### src/rtl/eight_bit_adder_pkg.sv
// Shared constants, result record and helper for the 8-bit ripple-carry adder.
package eight_bit_adder_pkg;

    localparam int DEFAULT_WIDTH = 8;

    typedef struct packed {
        logic [DEFAULT_WIDTH-1:0] sum;
        logic                     cout;
        logic                     ovf;
        logic                     zero;
    } add_result_t;

    // True when every bit of the value is clear.
    function automatic logic is_zero(input logic [DEFAULT_WIDTH-1:0] value);
        return (value == {DEFAULT_WIDTH{1'b0}});
    endfunction

endpackage

### src/rtl/eight_bit_adder_full_adder.sv
// One-bit full-adder cell used as a link of the ripple-carry chain.
module full_adder (
    input  logic a,
    input  logic b,
    input  logic cin,
    output logic s,
    output logic cout
);

    assign s    = a ^ b ^ cin;
    assign cout = (a & b) | (a & cin) | (b & cin);

endmodule

### src/rtl/eight_bit_adder.sv
// 8-bit ripple-carry adder with a zero-latency combinational result and a
// registered copy annotated with carry, signed-overflow and zero flags.
module eight_bit_adder
    import eight_bit_adder_pkg::*;
#(
    parameter int WIDTH = DEFAULT_WIDTH
) (
    input  logic             clk,
    input  logic             rst,
    input  logic [WIDTH-1:0] a,
    input  logic [WIDTH-1:0] b,
    input  logic             cin,
    input  logic             in_valid,
    output logic [WIDTH-1:0] sum,
    output logic             cout,
    output logic [WIDTH-1:0] sum_q,
    output logic             cout_q,
    output logic             ovf_q,
    output logic             zero_q,
    output logic             out_valid
);

    logic [WIDTH:0]   carry_s;
    logic [WIDTH-1:0] sum_s;
    add_result_t      result_s;
    add_result_t      result_r;
    logic             out_valid_r;

    assign carry_s[0] = cin;

    genvar i;
    generate
        for (i = 0; i < WIDTH; i++) begin : g_ripple
            full_adder u_fa (
                .a    (a[i]),
                .b    (b[i]),
                .cin  (carry_s[i]),
                .s    (sum_s[i]),
                .cout (carry_s[i+1])
            );
        end
    endgenerate

    // Assemble the flag-annotated result; overflow is carry into vs out of the sign bit.
    always_comb begin
        result_s      = '0;
        result_s.sum  = sum_s;
        result_s.cout = carry_s[WIDTH];
        result_s.ovf  = carry_s[WIDTH] ^ carry_s[WIDTH-1];
        result_s.zero = is_zero(sum_s);
    end

    // Output register: reset wins, valid input captures, otherwise data holds.
    always_ff @(posedge clk) begin
        if (rst) begin
            result_r    <= '0;
            out_valid_r <= 1'b0;
        end else if (in_valid) begin
            result_r    <= result_s;
            out_valid_r <= 1'b1;
        end else begin
            result_r    <= result_r;
            out_valid_r <= 1'b0;
        end
    end

    assign sum       = result_s.sum;
    assign cout      = result_s.cout;
    assign sum_q     = result_r.sum;
    assign cout_q    = result_r.cout;
    assign ovf_q     = result_r.ovf;
    assign zero_q    = result_r.zero;
    assign out_valid = out_valid_r;

endmodule

### config.mk
export PLATFORM = sky130hd
export DESIGN_NAME = eight_bit_adder
export DESIGN_NICKNAME = d
export VERILOG_FILES = /design/src/rtl/eight_bit_adder_pkg.sv /design/src/rtl/eight_bit_adder_full_adder.sv /design/src/rtl/eight_bit_adder.sv
export SDC_FILE = /design/constraint.sdc
export NUM_CORES = 1
export LEC_CHECK = 0
export ABC_AREA = 1
export ABC_CLOCK_PERIOD_IN_PS = 11150
export BUFFER_PORTS_ARGS = -buffer_cell sky130_fd_sc_hd__buf_4
export CELL_PAD_IN_SITES_DETAIL_PLACEMENT = 1
export CELL_PAD_IN_SITES_GLOBAL_PLACEMENT = 1
export CORE_AREA = 2 2 53 55
export DETAILED_ROUTE_END_ITERATION = 12
export DIE_AREA = 0 0 55 57
export GPL_TIMING_DRIVEN = 0
export PLACE_DENSITY_LB_ADDON = 0.05
export SYNTH_ARGS = -nofsm -noshare
export SYNTH_HDL_FRONTEND = slang
export SYNTH_SLANG_ARGS = --single-unit
### constraint.sdc
create_clock -name clk -period 11.15 [get_ports clk]
set_input_delay 0.5575 -clock clk [delete_from_list [all_inputs] [get_ports clk]]
set_output_delay 0.5575 -clock clk [all_outputs]
set_load 0.02 [all_outputs]
==> impl_metrics.env <==
export IMPL_status="finished clean"
export IMPL_cpPeakStageDelay_ns=0.46
export IMPL_grt_remaining_overflow=0
export IMPL_layout_min_cycle_time_ns=4.87
export IMPL_cts_sinks=12
export IMPL_cts_tree="built"
export IMPL_fmax_mhz=205
export IMPL_max_cap_violations=0
export IMPL_wl_met1_um=587
export IMPL_dr_pass1_iters=4
export IMPL_ctsResizeCount=0
export IMPL_io_buffers=39
export IMPL_fin_ws_ns=6.28
export IMPL_fin_skew_ns=0
export IMPL_drc=0
export IMPL_route_met2_wl_um=957
export IMPL_holdBufCountCts=0
export IMPL_synth_area_top_cells="dfxtp_1 (33%), fa_1 (22%), buf_4 (8.3%)"
export IMPL_setup_viol=0
export IMPL_die_height_um=57
export IMPL_grt_antenna_before_repair=0
export IMPL_p_leak_nw=0.540
export IMPL_clockBufferDepth=2
export IMPL_syn_cell_area_um2=722
export IMPL_clk_pin_slew_ns=0.07
export IMPL_drt_total_wl_mm=1.67
export IMPL_routed_wl_met3_um=121
export IMPL_maxSlewViolCount=0
export IMPL_hp_class="in2reg"
export IMPL_ant_nets=0
export IMPL_fin_cells=152
export IMPL_rsz0062_at_grt="no"
export IMPL_rows=19
export IMPL_grt_pass1_vias=708
export IMPL_power_density_mw_per_mm2=135
export IMPL_irDropWorstVdd_mv=0.0884
export IMPL_relSlewSlack=0.846
export IMPL_num_vias=630
export IMPL_critical_path_class="in2out"
export IMPL_antennaDiodeCount=0
export IMPL_clockRootBuffer="clkbuf_4"
export IMPL_cp_arrival_ns=4.32
export IMPL_insertion_delay_ns=0.27
export IMPL_numCtsBuffers=3
export IMPL_period_share=0.437
export IMPL_whs_path_depth=2
export IMPL_via_per_inst=4.14
export IMPL_dp_slack_ns=6.23
export IMPL_start_kind="input pin"
export IMPL_final_common_cell="buf_4"
export IMPL_yosys_register_bits=12
export IMPL_setup_worst_path_end_class="output port"
export IMPL_post_cts_buffers=0
export IMPL_synth_cells=78
export IMPL_finalHoldViolCount=0
export IMPL_tightest_slew_ns=0.231
export IMPL_grt_pass1_wl_mm=2.93
export IMPL_path_cells="buf_4, fa_1, fa_1, fa_1, fa_1, fa_1, fa_1, fa_1, inv_1, fa_1, inv_1, buf_4, buf_4"
export IMPL_wire_per_inst_um=11.0
export IMPL_initial_core_util=0.276
export IMPL_dieArea_mm2=0.00314
export IMPL_yosysWarnings=0
export IMPL_ys_seq_area_frac=0.333
export IMPL_r2r_cells=4
export IMPL_h_tree_depth=1
export IMPL_syn_num_nets=106
export IMPL_cp_slowest_cell="fa_1"
export IMPL_most_common_layout_cells="buf_4 (47), nand2_1 (13), dfxtp_1 (12)"
export IMPL_yosysTopAreaCellShare=0.333
export IMPL_critPathMaxFanout=3
export IMPL_ys_types=15
export IMPL_setup_tns_ns=0
export IMPL_cp_common_cell="fa_1"
export IMPL_grt_total_usage=0.129
export IMPL_drt_iter0_drc=1
export IMPL_dpl_hpwl_mm=1.42
export IMPL_die_w_um=55
export IMPL_layout_drive_gt1_share=0.488
export IMPL_placed_cells=148
export IMPL_io_pins=41
export IMPL_top_layer="met4"
export IMPL_yosys_area_top_type="dfxtp_1"
export IMPL_syn2layout_area_growth_pct=51.0
export IMPL_avgSynthCellArea_um2=9.26
export IMPL_nets=150
export IMPL_coreArea_mm2=0.00262
export IMPL_cp_data_required_time_ns=10.59
export IMPL_grt_max_degree=11
export IMPL_place_congestion=0.670
## metal layers
| layer | global-route usage | up-vias |
|---|---|---|
| li1 | - | 316 |
| met1 | 0.124 | 289 |
| met2 | 0.252 | 23 |
| met3 | 0.0471 | 2 |
| met4 | 0.0209 | 0 |
| met5 | 0 | - |
## final timing paths
path / from / to / slack [ns]
worst max-delay path: a[0] / sum[7] / 6.28
worst min register to register: sum_q[5] / sum_q[5] / 0.47
worst min-delay path: rst / cout_q / 0.46
worst max register to register: ovf_q / ovf_q / 10.49
## where the power goes
part	total, mW	internal, mW	switching, mW
Clock	0.0346	0.0198	0.0147
Combinational	0.0643	0.0323	0.0319
Sequential	0.0484	0.0465	0.00185
## Yosys cell counts
master     n
fa_1       8
buf_6      2
inv_1     10
o21ai_0    1
buf_2      1
or2_1      1
buf_4      8
nor3b_1    1
a21oi_1    4
nand2_1   13
dfxtp_1   12
a211oi_2   4
a21oi_2    1
nor2_1    11
xnor2_1    1
## state kept, by name, indices dropped and copies added, names as in the netlist
signal	count
out_valid	1
cout_q	1
zero_q	1
sum_q	8
ovf_q	1
## critical path: cells and delay by family
family / cells / cell delay, ns
fa+ha+maj: 8 / 3.26
buf+inv: 5 / 0.49
## cell families (layout without fill, tap and decap cells)
| kind of cell | after synthesis | after routing | share of synthesized area |
|---|---|---|---|
| AO/OA/AOI/OAI | 10 | 10 | 0.116 |
| XOR/XNOR | 1 | 1 | 0.0121 |
| adder cells (fa/ha/maj) | 8 | 8 | 0.222 |
| buffers and inverters | 21 | 64 | 0.173 |
| flip-flops | 12 | 12 | 0.333 |
| AND/OR/NAND/NOR | 26 | 26 | 0.144 |
## final cells by class
type,count,area (um^2)
fill,338,1530
buffer,11,87.6
tap,31,38.8
inverter,10,37.5
clock buffer,4,36.3
multi-input combinational,45,357
timing repair buffer,39,293
sequential,12,240
## per-stage QoR
stage / area, um^2 / hold WS [ns] / power, mW / util
finish: 1090 / 0.464 / 0.147 / 0.417
global route: 1090 / 0.446 / 0.159 / 0.417
CTS: 1090 / 0.454 / 0.151 / 0.417
detailed placement: 1050 / 0.459 / 0.115 / 0.403
global placement: 1050 / 0.450 / 0.114 / 0.403
floorplan: 722 / 0.537 / 0.0888 / -
No activity file was read; power rests on OpenSTA's default activity.
